### src/rtl/serial_pkg.sv
// Shared serial-line types and constants for the
// frequency meter's UART path (sequencer + transmitter).
package serial_pkg;

  typedef enum logic [1:0] {
    IDLE,
    START_BIT,
    DATA,
    STOP_BIT
  } tx_state_t;

  localparam int unsigned DATA_BITS  = 8;
  localparam int unsigned MAX_BYTES  = 4;
  localparam int unsigned FRAME_BITS = 10;

  localparam int unsigned CLK_FREQ_DEF = 50_000_000;
  localparam int unsigned BAUD_DEF     = 115200;

  // Byte counts above MAX_BYTES are clamped.
  function automatic logic [2:0] eff_bytes(
    input logic [2:0] b
  );
    return (b > 3'(MAX_BYTES)) ? 3'(MAX_BYTES) : b;
  endfunction

endpackage

### src/rtl/uart_baud_counter.sv
// Bit-period counter: counts 0..CLKS_PER_BIT-1, pulses bit_done on the last.
// Ports: clk, rst_n (async low), restart (hold at 0), bit_done (pulse).
module uart_baud_counter #(
  parameter int unsigned CLKS_PER_BIT = 4
) (
  input  logic clk,
  input  logic rst_n,
  input  logic restart,
  output logic bit_done
);

  localparam int unsigned W = $clog2(CLKS_PER_BIT);
  localparam logic [W-1:0] LAST = W'(CLKS_PER_BIT - 1);

  logic [W-1:0] cnt;

  assign bit_done = (cnt == LAST);

  always_ff @(posedge clk or negedge rst_n) begin
    if (!rst_n) begin
      cnt <= '0;
    end else if (restart || bit_done) begin
      cnt <= '0;
    end else begin
      cnt <= cnt + 1'b1;
    end
  end

endmodule

### src/rtl/word_uart_tx.sv
// Word-level 8N1 transmitter: sends 1..4 bytes of a word, LSB byte first.
// Ports: clk, rst_n, start/busy handshake, word[31:0], bytes[2:0], TxD.
module word_uart_tx
  import serial_pkg::*;
#(
  parameter int unsigned CLK_FREQ     = CLK_FREQ_DEF,
  parameter int unsigned BAUD         = BAUD_DEF,
  parameter int unsigned CLKS_PER_BIT = CLK_FREQ / BAUD
) (
  input  logic        clk,
  input  logic        rst_n,
  input  logic        start,
  output logic        busy,
  input  logic [31:0] word,
  input  logic [2:0]  bytes,
  output logic        TxD
);

  tx_state_t   state;
  logic [31:0] shreg;
  logic [2:0]  nbytes;
  logic [2:0]  bit_idx;
  logic        bit_done;
  logic [2:0]  eff;

  assign eff = eff_bytes(bytes);

  // Counter is held at zero while idle, so every bit
  // cell after acceptance is exactly CLKS_PER_BIT long.
  uart_baud_counter #(
    .CLKS_PER_BIT(CLKS_PER_BIT)
  ) u_baud (
    .clk     (clk),
    .rst_n   (rst_n),
    .restart (state == IDLE),
    .bit_done(bit_done)
  );

  always_ff @(posedge clk or negedge rst_n) begin
    if (!rst_n) begin
      state   <= IDLE;
      shreg   <= '0;
      nbytes  <= '0;
      bit_idx <= '0;
      busy    <= 1'b0;
      TxD     <= 1'b1;
    end else begin
      unique case (state)
        IDLE: begin
          TxD <= 1'b1;
          // busy high in IDLE only follows a zero-byte
          // request; drop it and skip sampling this cycle.
          if (busy) begin
            busy <= 1'b0;
          end else if (start) begin
            shreg  <= word;
            nbytes <= eff;
            busy   <= 1'b1;
            if (eff != 3'd0) begin
              state <= START_BIT;
              TxD   <= 1'b0;
            end
          end
        end
        START_BIT: begin
          if (bit_done) begin
            state   <= DATA;
            bit_idx <= '0;
            TxD     <= shreg[0];
          end
        end
        DATA: begin
          if (bit_done) begin
            shreg <= {1'b0, shreg[31:1]};
            if (bit_idx == 3'(DATA_BITS - 1)) begin
              state <= STOP_BIT;
              TxD   <= 1'b1;
            end else begin
              bit_idx <= bit_idx + 1'b1;
              TxD     <= shreg[1];
            end
          end
        end
        STOP_BIT: begin
          if (bit_done) begin
            nbytes <= nbytes - 1'b1;
            if (nbytes == 3'd1) begin
              state <= IDLE;
              busy  <= 1'b0;
              TxD   <= 1'b1;
            end else begin
              state <= START_BIT;
              TxD   <= 1'b0;
            end
          end
        end
        default: begin
          state <= IDLE;
          busy  <= 1'b0;
          TxD   <= 1'b1;
        end
      endcase
    end
  end

endmodule

### config.mk
export PLATFORM = sky130hd
export DESIGN_NAME = word_uart_tx
export DESIGN_NICKNAME = d
export VERILOG_FILES = /design/src/rtl/serial_pkg.sv /design/src/rtl/uart_baud_counter.sv /design/src/rtl/word_uart_tx.sv
export SDC_FILE = /design/constraint.sdc
export NUM_CORES = 1
export LEC_CHECK = 0
export CAP_MARGIN = 20
export CORE_ASPECT_RATIO = 2
export CORE_MARGIN = 1
export CORE_UTILIZATION = 32
export DETAILED_ROUTE_END_ITERATION = 12
export GPL_TIMING_DRIVEN = 0
export SYNTH_ARGS = -nofsm -noshare
export SYNTH_HDL_FRONTEND = slang
export SYNTH_SLANG_ARGS = --single-unit
### constraint.sdc
create_clock -name clk -period 3 [get_ports clk]
set_input_delay 0.3 -clock clk [delete_from_list [all_inputs] [get_ports clk]]
set_output_delay 0.3 -clock clk [all_outputs]
set_load 0.05 [all_outputs]
==> results.md <==
- CTS buffer count: 5
- Yosys reg bits: 51
- R2r setup slk: 470 ps
- Worst R2R Start: state[0]
- Post-DP HPWL: 4.15 mm
- Hold Crit Class: input port to async pin
- Post-layout util: 0.413
- Post-CTS setup buffers: 0
- Async set-or-reset flop fraction in the synthesized netlist: 1.00
- Max_cap viols: 0
- Fill count: 883
- Synthesis Warnings: 0
- GRT Resource Usage Total: 0.138
- Mapped Nets: 275
- RSZ-0062 raised after global routing: false
- FP Rows: 48
- Setup_tns: 0 ps
- Fmax achieved: 396 MHz
- CP Capture Type: flip-flop
- Worst slew margin: 0.623
- Instance count of the mapped netlist: 227
- Avg WL per Cell: 14.9 um
- Inst Count DP: 367
- Period utilisation layout: 0.842
- Effective utilization at floorplan: 0.329
- # setup viols final: 0
- Critical path depth: 6
- Detailed-route wire length: 5.59 mm
- Netlist cell types: 39
- Hold Slack: 486 ps
- Hold buffer count at cts: 1
- PD cells: 1020 nW/um2
- Depth of the worst register-to-register path: 6
- Crit-path leading delay family: buffers and inverters
- Finished Layout Cells: 376
- Initial antenna violation count: 0
- Pin count of the biggest net entering global routing: 33
- Clock power frac: 0.202
- WS Path Type: flip-flop to flip-flop
- Layout cells sized above 1: 0.301
- DR vias: 1825
- Detail Route Antenna Nets: 0
- P_sw: 1160 uW
- Crit path time final: 2530 ps
- Fin. max-slew vios: 0
- Number of synthesized flops with an enable pin: 0
- Max incr delay on CP: 500 ps
- Clock root cell: clkbuf_16
- CTS tree: yes
- Cells along the critical path: inv_1, ha_1, buf_1, buf_1, mux2_2, mux2_4
- Worst EP required: 3180 ps
- Setup crit end: shreg[20]
- Gr ovfl total: 0
- Placer's final routability congestion estimate: 0.783
- Place WS: 441 ps
- Drt drc: 0
- Register area share after synthesis: 0.449
- Core box area: 8650 um2
- Final Hold Viols: 0
- Pleak: 0.00158 uW
- Most used cell, CP: buf_1
- Syn_area_per_cell: 12.5 um2
- CTS resizes: 0
- Number of global-route vias before repair: 2004
- Die footprint: 9290 um2
- Number of port buffers: 39
- Nets@finish: 323
- Reg power frac: 0.327
- Clock Tree Buf Depth: 2
- Net Sw Frac: 0.319
- Via density: 4.85
- Post-Syn Area: 2840 um2
- Reg2Reg Capture Point: shreg[20]
- CP arrival: 2710 ps
- H-tree levels: 2
- Slowest CP cell: buf_1
- Worst slew pin tran: 565 ps
- Primary FF master, synth: dfrtp_1
- Status: finished, final reports clean
- Clk_lat worst skew: 300 ps
- Max Clock Skew: 7.18 ps
- Synthesis-to-layout area growth: 25.7%
- CP bufs+invs: 3
- Peak VDD IR: 578 uV
- Commonest non-fill, non-tap cell in the layout: dfrtp_1
- 1st-pass router iterations: 4
- Final WS setup: 473 ps
- Power Internal: 2480 uW
- Die Y: 135 um
- Crit path launch type: flip-flop
- # diodes: 0
- Sink Count: 51
- First-pass GRT wire length: 9.52 mm
- Share of power burned in combinational logic: 0.471
- Ports: 40
- DR iter-0 viols: 46
- Crit path from: state[0]
- Crit path max fanout: 10
- Die W: 68.6 um
- Worst-path clk slew: 70 ps
- Commonest non-fill, non-tap cells in the layout: 50 x dfrtp_1, 38 x clkdlybuf4s50_1, 35 x mux2_2
-- area by class of cell --
class | instances | area (um2) | area share
inverter | 12 | 45.0 | 0.0126
clock buffer | 6 | 129 | 0.0361
buffer | 11 | 66.3 | 0.0186
tap | 100 | 125 | 0.0350
sequential | 51 | 1280 | 0.358
multi-input combinational | 153 | 1450 | 0.407
timing repair buffer | 41 | 415 | 0.116
clock inverter | 2 | 60.1 | 0.0168
-- cells in the mapped netlist (3+ instances only) --
master,count,area share
a21oi_1,8,0.014
a22o_1,5,0.015
a31oi_1,3,0.0066
buf_1,3,0.0040
buf_6,3,0.012
clkbuf_1,3,0.0040
dfrtp_1,50,0.44
ha_1,10,0.044
inv_1,12,0.016
mux2_2,35,0.14
mux2_4,29,0.15
nand2b_1,5,0.011
nand3_1,4,0.0070
nor2_1,12,0.016
nor3_1,5,0.0088
o21ai_0,9,0.016
xnor2_1,5,0.015
-- worst reg2reg max path, stage by stage (launching register included) --
cell	delay (ps)
dfrtp_1	430
inv_1	120
ha_1	250
buf_1	440
buf_1	510
mux2_2	410
mux2_4	260
-- state kept, by name (all words and copies together) (netlist names) --
| name | flops |
|---|---|
| bit_idx | 3 |
| nbytes | 3 |
| u_baud.cnt | 9 |
| state | 2 |
| TxD | 1 |
| shreg | 32 |
| busy | 1 |
-- routing by layer --
layer | global-route usage | wire, um | vias to the layer above
met1 | 0.160 | 2220 | 891
met2 | 0.231 | 3040 | 28
met5 | 0 | 0 | -
li1 | - | - | 898
met4 | 0.0613 | 125 | 0
met3 | 0.0337 | 207 | 8
-- power groups by stage --
stage / combinational (uW) / clock, uW / sequential, uW
3_3_place_gp: 1700 / 0 / 1190
2_1_floorplan: 1370 / 0 / 1190
3_5_place_dp: 1730 / 0 / 1200
5_1_grt: 1870 / 773 / 1230
6_report: 1720 / 735 / 1190
4_1_cts: 1740 / 747 / 1190
-- metrics by stage --
stage          cell area (um2)  power [uW]
5_1_grt                   3570        3870
4_1_cts                   3570        3680
3_5_place_dp              3370        2930
3_3_place_gp              3360        2900
2_1_floorplan             2840        2560
6_report                  3570        3640
-- cells by family after synthesis --
| kind of cell | Yosys count | share of synthesized area |
|---|---|---|
| mux | 65 | 0.295 |
| buf+inv | 23 | 0.0392 |
| fa+ha+maj | 10 | 0.0440 |
| flops | 51 | 0.449 |
| xor+xnor | 7 | 0.0216 |
| simple gates | 37 | 0.0709 |
| compound gates | 34 | 0.0797 |
-- worst min-delay path by stage --
stage / start / to / slack, ps / cells after the start
floorplan: rst_n / bit_idx[0] / 4 / 0
global placement: shreg[31] / shreg[31] / 460 / 1
detailed placement: rst_n / shreg[22] / 290 / 1
CTS: shreg[31] / shreg[31] / 490 / 1
global route: shreg[31] / shreg[31] / 520 / 1
finish: rst_n / shreg[22] / 490 / 2
No activity file was read; power rests on OpenSTA's default activity.
